File: config.mk
export PLATFORM = sky130hd
export DESIGN_NAME = hazard_forward_unit
export DESIGN_NICKNAME = d
export VERILOG_FILES = /design/src/rtl/hazard_forward_unit.sv
export SDC_FILE = /design/constraint.sdc
export NUM_CORES = 1
export LEC_CHECK = 0
export CORE_MARGIN = 1.5
export CORE_UTILIZATION = 49
export DETAILED_ROUTE_END_ITERATION = 7
export PLACE_DENSITY = 0.79
export SLEW_MARGIN = 40
export SYNTH_ARGS = -nofsm -noshare
export SYNTH_HDL_FRONTEND = slang
export SYNTH_SLANG_ARGS = --single-unit
export TNS_END_PERCENT = 30
File: constraint.sdc
create_clock -name clk -period 2.4 [get_ports clk]
set_clock_uncertainty 0.2 [all_clocks]
set_input_delay 0.48 -clock clk [delete_from_list [all_inputs] [get_ports clk]]
set_output_delay 0.48 -clock clk [all_outputs]
set_load 0.02 [all_outputs]
File: src/rtl/hazard_forward_unit.sv
// Hazard/forwarding controller for the 5-stage pipeline: shadows the EX/MEM
// producers, registers the EX-stage ALU forward selects, and raises load-use stalls.
module hazard_forward_unit #(
  parameter int unsigned REG_AW = 5,
  parameter int unsigned CNT_W  = 16
) (
  input  logic              clk,
  input  logic              rst_n,
  input  logic              en,
  input  logic              flush,
  input  logic              id_valid,
  input  logic [REG_AW-1:0] id_rs,
  input  logic [REG_AW-1:0] id_rt,
  input  logic              id_use_rs,
  input  logic              id_use_rt,
  input  logic              id_reg_write,
  input  logic              id_mem_read,
  input  logic [REG_AW-1:0] id_write_reg,
  output logic [1:0]        forward_EXE_A,
  output logic [1:0]        forward_EXE_B,
  output logic              stall,
  output logic [CNT_W-1:0]  stall_cnt
);

  typedef struct packed {
    logic              valid;
    logic              reg_write;
    logic [REG_AW-1:0] dst;
  } prod_t;

  // The WB data select is resolved one cycle early against the MEM slot, so
  // the instruction retiring from MEM never needs to be tracked further.
  prod_t             ex_q, ex_d;
  prod_t             mem_q, mem_d;
  logic              ex_load_q, ex_load_d;
  logic [1:0]        fwd_a_q, fwd_a_d;
  logic [1:0]        fwd_b_q, fwd_b_d;
  logic [CNT_W-1:0]  cnt_q, cnt_d;
  logic              load_use;
  logic              bubble;

  function automatic logic hits(input prod_t s, input logic [REG_AW-1:0] r);
    return s.valid & s.reg_write & (s.dst == r) & (r != '0);
  endfunction

  function automatic logic [1:0] fwd_sel(input prod_t ex_s, input prod_t mem_s,
                                         input logic use_r, input logic [REG_AW-1:0] r);
    logic [1:0] sel;
    sel = 2'b00;
    if (use_r && hits(ex_s, r)) begin
      sel = 2'b01;
    end else if (use_r && hits(mem_s, r)) begin
      sel = 2'b10;
    end
    return sel;
  endfunction

  always_comb begin
    load_use = id_valid & ~flush & ex_load_q & hits(ex_q, ex_q.dst) &
               ((id_use_rs & (ex_q.dst == id_rs)) | (id_use_rt & (ex_q.dst == id_rt)));
    bubble   = load_use | flush | ~id_valid;
  end

  always_comb begin
    ex_d      = ex_q;
    ex_load_d = ex_load_q;
    mem_d     = mem_q;
    fwd_a_d   = fwd_a_q;
    fwd_b_d   = fwd_b_q;
    cnt_d     = cnt_q;
    if (en) begin
      mem_d = ex_q;
      if (bubble) begin
        ex_d      = '0;
        ex_load_d = 1'b0;
        fwd_a_d   = 2'b00;
        fwd_b_d   = 2'b00;
      end else begin
        ex_d.valid     = 1'b1;
        ex_d.reg_write = id_reg_write;
        ex_d.dst       = id_write_reg;
        ex_load_d      = id_mem_read;
        fwd_a_d        = fwd_sel(ex_q, mem_q, id_use_rs, id_rs);
        fwd_b_d        = fwd_sel(ex_q, mem_q, id_use_rt, id_rt);
      end
      if (load_use && (cnt_q != '1)) begin
        cnt_d = cnt_q + 1'b1;
      end
    end
  end

  always_ff @(posedge clk or negedge rst_n) begin
    if (!rst_n) begin
      ex_q      <= '0;
      ex_load_q <= 1'b0;
      mem_q     <= '0;
      fwd_a_q   <= 2'b00;
      fwd_b_q   <= 2'b00;
      cnt_q     <= '0;
    end else begin
      ex_q      <= ex_d;
      ex_load_q <= ex_load_d;
      mem_q     <= mem_d;
      fwd_a_q   <= fwd_a_d;
      fwd_b_q   <= fwd_b_d;
      cnt_q     <= cnt_d;
    end
  end

  assign forward_EXE_A = fwd_a_q;
  assign forward_EXE_B = fwd_b_q;
  assign stall         = load_use;
  assign stall_cnt     = cnt_q;

endmodule

# ---- Word-level counts from Yosys, hierarchy flattened
# Index checks and enable logic that the tools add are counted.
dict set report word_totals {
  romBits 0
  latch_bits 0
  mem_bits_rw 0
  mem_count 0
  register_bits 35
  out_inout_bits 21
}
dict set report op_classes {
  div_mod_pow 0
  multipliers 0
  eq_ne 5
  order_cmp 0
  add_sub_neg 1
  n_reduce_logical 9
  shifts 0
  bitwise 22
  n_mux 8
}
# cell n
set op_table {}
lappend op_table {{== test 5 bit} 4}
lappend op_table {{AND 1 bit} 17}
lappend op_table {{adder 16 x 1 -> 16 bit, second input constant} 1}
lappend op_table {{inequality test 16 bit, second input constant} 1}
lappend op_table {{nonzero test 5 bit} 3}
lappend op_table {{two-way mux 2 bit} 6}
lappend op_table {{two-way mux 7 bit} 1}
lappend op_table {{logical AND 1 bit} 5}
lappend op_table {{bitwise OR 1 bit} 3}
lappend op_table {{inverter 1 bit} 2}
lappend op_table {{AND reduction 2 bit} 1}
lappend op_table {{two-way mux 1 bit} 1}

# ---- Longest topological paths before layout
dict set report depth {
  depth_word 8
  ltp_mapped 7
  mapped_depth_nobuf 6
}

# ---- Worst setup path after synthesis
# OpenSTA, ideal clock, no wires.
dict set report synth_timing {
  path_type {reg-to-output}
  start {register ex_q[1] (netlist name)}
  end {output port stall}
  arrival_ps 1698
  path_slack_ps 22
  path_stages_with_launch 6
  t_required_ps 1720
  path_cell_list {dfrtp_1 > or4_1 > o211a_1 > buf_6 > and2_4 > and3b_2}
}
dict set report synth_between {
  elab_chain_cells 4
}
# item line_no
set synth_rtl {}
lappend synth_rtl {{start, declared} 33} ;# prod_t ex_q, ex_d;
lappend synth_rtl {{start signal, assigned} 94} ;# ex_q <= '0;
lappend synth_rtl {{start signal, assigned} 101} ;# ex_q <= ex_d;
lappend synth_rtl {{== test 5 bit / nonzero test 5 bit (equally long branches)} {60, 43}}
lappend synth_rtl {{AND 1 bit, on equally long branches} {60, 43}}
lappend synth_rtl {{bitwise OR 1 bit / AND 1 bit (equally long branches)} {60, 59}}
lappend synth_rtl {{AND 1 bit *} 59} ;# load_use = id_valid & ~flush & ex_load_q & hits(ex_q, ex_q.dst) &
lappend synth_rtl {{end, declared} 21} ;# output logic stall,
# Every way passes the cells marked *; elsewhere a longest branch is shown, timed or not.

# ---- Final worst setup path
dict set report layout_timing {
  start {register ex_q[2] (netlist name)}
  end {output port stall}
}
# Same word-level chain as after synthesis.

==> impl_results.md <==
- Worst R2R Path Depth: 6
- TritonRoute pass-1 iters: 4
- Std cell rows: 22
- Unique masters post-synth: 35
- Initial antenna violation count: 0
- Die Wd: ~65 um
- Clock-pin slew on the worst setup and hold paths: approximately 0.07 ns
- HP Class: register to register
- Gpl congestion: 0.844
- Gr usage total: 25.1%
- Placed wire-length estimate: ~3.6 mm
- Reg-to-Reg Start: ex_q[2]
- Final instance area: 0.00274 sq mm
- Worst-margin pin slew: about 0.44 ns
- Detailed Route WL: around 5 mm
- Setup violations, final: 1
- Post-Synth Simple-Gate Area: between 20% and 30%
- Placed insts: just under 300
- Worst Hold Launch: stall_cnt[14]
- Top sig layer: met4
- Worst Setup End Kind: output port
- Worst Setup Start Kind: register
- Met2 WL: 2.34 mm
- Final setup TNS: -0.255 ns
- Hold Path Stages: 1
- Starting density of the core: ~51%
- Skew-Pair Late Insertion Delay: between 0.2 and 0.3 ns
- Mux contribution to synthesized area: roughly 4.8%
- Largest net degree at the start of global routing: 36
- Fin cells: 305
- Cts hold-fix bufs: 0
- Fmax: between 0.3 and 0.4 GHz
- Cts bufs inserted: 5
- Worst hold margin: 0.293 ns
- Syn Nets: between 150 and 200
- Post-layout min period: about 2.7 ns
- Post-synthesis adder-cell area fraction: 0.665%
- Initial DRC count: 97
- Synth Area in XOR/XNOR: between 10% and 20%
- WP data required: around 1.7 ns
- Vias: between 1500 and 2000
- Max-Cap Viols: 0
- Die Height: roughly 65 um
- WHS Endpoint: stall_cnt[14]
- Power Total: 1.22 mW
- First-pass GRT wire length: ~8 mm
- Syn Inst Count: 174
- Max Transition Viols Final: 0
- Sequential fraction of the synthesis area: between 40% and 50%
- CP arrival: slightly below 2 ns
- Layout cells sized above 1: about 25%
- CTS tree: yes
- WL met3: about 240 um
- Full die area: 0.00422 sq mm
- Post-synthesis compound-gate area fraction: a little over 8%
- Avg Inst Size Synth: roughly 11 sq um
- Via/cell ratio: 5.58
- Yosys Warn Count: 0
- R2r endpoint: stall_cnt[1]
- IO Port Bufs: 44
- Maximum VDD drop: between 0.0004 and 0.0005 V
- Area grow syn2layout: 45.6%
- Drt drc: 0
- Core area: approximately 0.0037 sq mm
- IO Count: between 40 and 50
- Drt wl/cell: around 16 um
- H-tree depth: 2
- Clock Tree Root: clkbuf_8
- N_diodes: 0
- Yosys reg bits: 35
- CTS sink count: 35
- Placed Area: 0.00258 sq mm
- CTS max path bufs: 2
- Violated checks: setup timing
- Mapped Area: around 0.0019 sq mm
- Hold Violations, Final: 0
- Crit-path max FO: 4
- Largest family of logic cells by synthesized area: simple AND/OR/NAND/NOR gates
- Static leakage: about 1.3 nW
- Slew margin rel.: 70.7%
- Routed met1 length: about 2.3 mm
- Critical path class: register to output port
- Final WS setup: -0.255 ns
- Final ANT Viol Nets: 0
- Pwr dens: about 440 mW/mm^2
- Worst reg-to-reg setup slack: 0.14 ns
- Total gr overflow: 0
- Status: complete, but fails checks
- Final Cycle Share: 111%
- Final #Nets: 281
- Vias in the first global route: 1696
- RSZ-0062 raised after global routing: yes
-- placed cells by master, fill, tap and decap left out, drive strengths merged --
cell | netlist | layout
clkinv | 0 | 1
o41ai | 1 | 1
buf | 3 | 38
a21oi | 2 | 2
o211ai | 1 | 1
xnor2 | 23 | 23
dlygate4sd2 | 0 | 5
or2 | 1 | 1
nor3 | 6 | 6
inv | 3 | 3
a32o | 1 | 1
nand3b | 1 | 1
and2 | 4 | 4
clkdlybuf4s50 | 0 | 36
dlymetal6s2s | 0 | 2
dfrtp | 35 | 35
and3 | 8 | 8
nor2 | 6 | 6
clkbuf | 3 | 7
nand2 | 6 | 6
and4 | 2 | 2
nand3 | 14 | 14
nand4 | 12 | 12
mux2 | 8 | 8
o211a | 1 | 1
o32ai | 2 | 2
a21o | 1 | 1
nor3b | 1 | 1
and3b | 1 | 1
ha | 1 | 1
xor2 | 12 | 12
or4 | 3 | 3
a22o | 8 | 8
nor4 | 4 | 4
-- how the worst max path moves through the flow --
stage | startpoint | endpoint | slack, ns | depth (start not counted)
after floorplan | ex_q[1] | stall | 0.02 | 5
after global placement | id_rs[2] | stall | -0.91 | 7
after detailed placement | id_rs[2] | stall | -0.95 | 7
after CTS | ex_q[2] | stall | -0.29 | 5
after global routing | ex_q[2] | stall | -0.34 | 5
final | ex_q[2] | stall | -0.26 | 5
-- synth_stat cells (all sizes together) --
library cell | instances | share of area [%]
nand3 | 14 | 3.7
or2 | 1 | 0.33
a32o | 1 | 0.53
buf | 3 | 1.1
nand4 | 12 | 4.0
mux2 | 8 | 4.8
nor3 | 6 | 1.6
a21oi | 2 | 0.73
nor3b | 1 | 0.40
dfrtp | 35 | 47
clkbuf | 3 | 0.60
o41ai | 1 | 0.87
nand2 | 6 | 1.2
nor4 | 4 | 1.3
and2 | 4 | 1.5
inv | 3 | 0.60
o211ai | 1 | 0.40
xnor2 | 23 | 11
nand3b | 1 | 0.40
a22o | 8 | 3.8
o32ai | 2 | 0.93
a21o | 1 | 0.40
xor2 | 12 | 5.6
nor2 | 6 | 1.2
and4 | 2 | 0.93
and3 | 8 | 2.9
or4 | 3 | 1.2
and3b | 1 | 0.53
ha | 1 | 0.67
o211a | 1 | 0.53
-- cell families (layout without fill, tap and decap cells) --
logic type / Yosys count / in the layout
XOR/XNOR: 35 / 35
multiplexers: 8 / 8
adder cells (fa/ha/maj): 1 / 1
AO/OA/AOI/OAI: 17 / 17
buffers and inverters: 9 / 92
AND/OR/NAND/NOR: 69 / 69
flip-flops: 35 / 35
-- timing repair --
| item | in CTS | in global routing |
|---|---|---|
| pin swaps | 7 | 3 |
| setup endpoints to repair | 1 | 9 |
| buffers inserted | 6 | 0 |
| gates resized for setup | 16 | 4 |
-- registers in the layout, summed over array words and instances, names as in the netlist --
register and cells:
stall_cnt 16, forward_EXE_A 2, forward_EXE_B 2, ex_q 7, ex_load_q 1, mem_q 7
-- critical path: stages (launching register included) --
cell     delay, ns
dfrtp_1       0.42
or4_4         0.55
o211a_1       0.25
and2_4        0.15
and3b_2       0.20
buf_6         0.13
-- stage by stage --
step	setup WS [ns]	util, %
2_1_floorplan	0.0217	-
3_3_place_gp	-0.913	70.5
3_5_place_dp	-0.945	70.5
4_1_cts	-0.291	74.3
5_1_grt	-0.338	74.8
6_report	-0.255	74.8
-- report_power, final --
group | internal [mW] | switching, mW
logic | 0.104 | 0.0766
clock network | 0.203 | 0.204
registers | 0.607 | 0.0195
-- final cells by class --
cell class / count / area [sq um]
Timing Repair Buffer: 81 / 722
Clock buffer: 7 / 76.3
Sequential cell: 35 / 877
Tap cell: 48 / 60.1
Fill cell: 256 / 923
Multi-Input combinational cell: 130 / 986
Clock inverter: 1 / 5.00
Inverter: 3 / 11.3
-- routing by layer --
layer,up-vias,GRT usage (%)
met3,5,5.73
met1,853,34.2
met5,-,0
li1,798,-
met4,0,8.78
met2,47,39.3
Note: power is estimated with default switching activity, not from simulation.
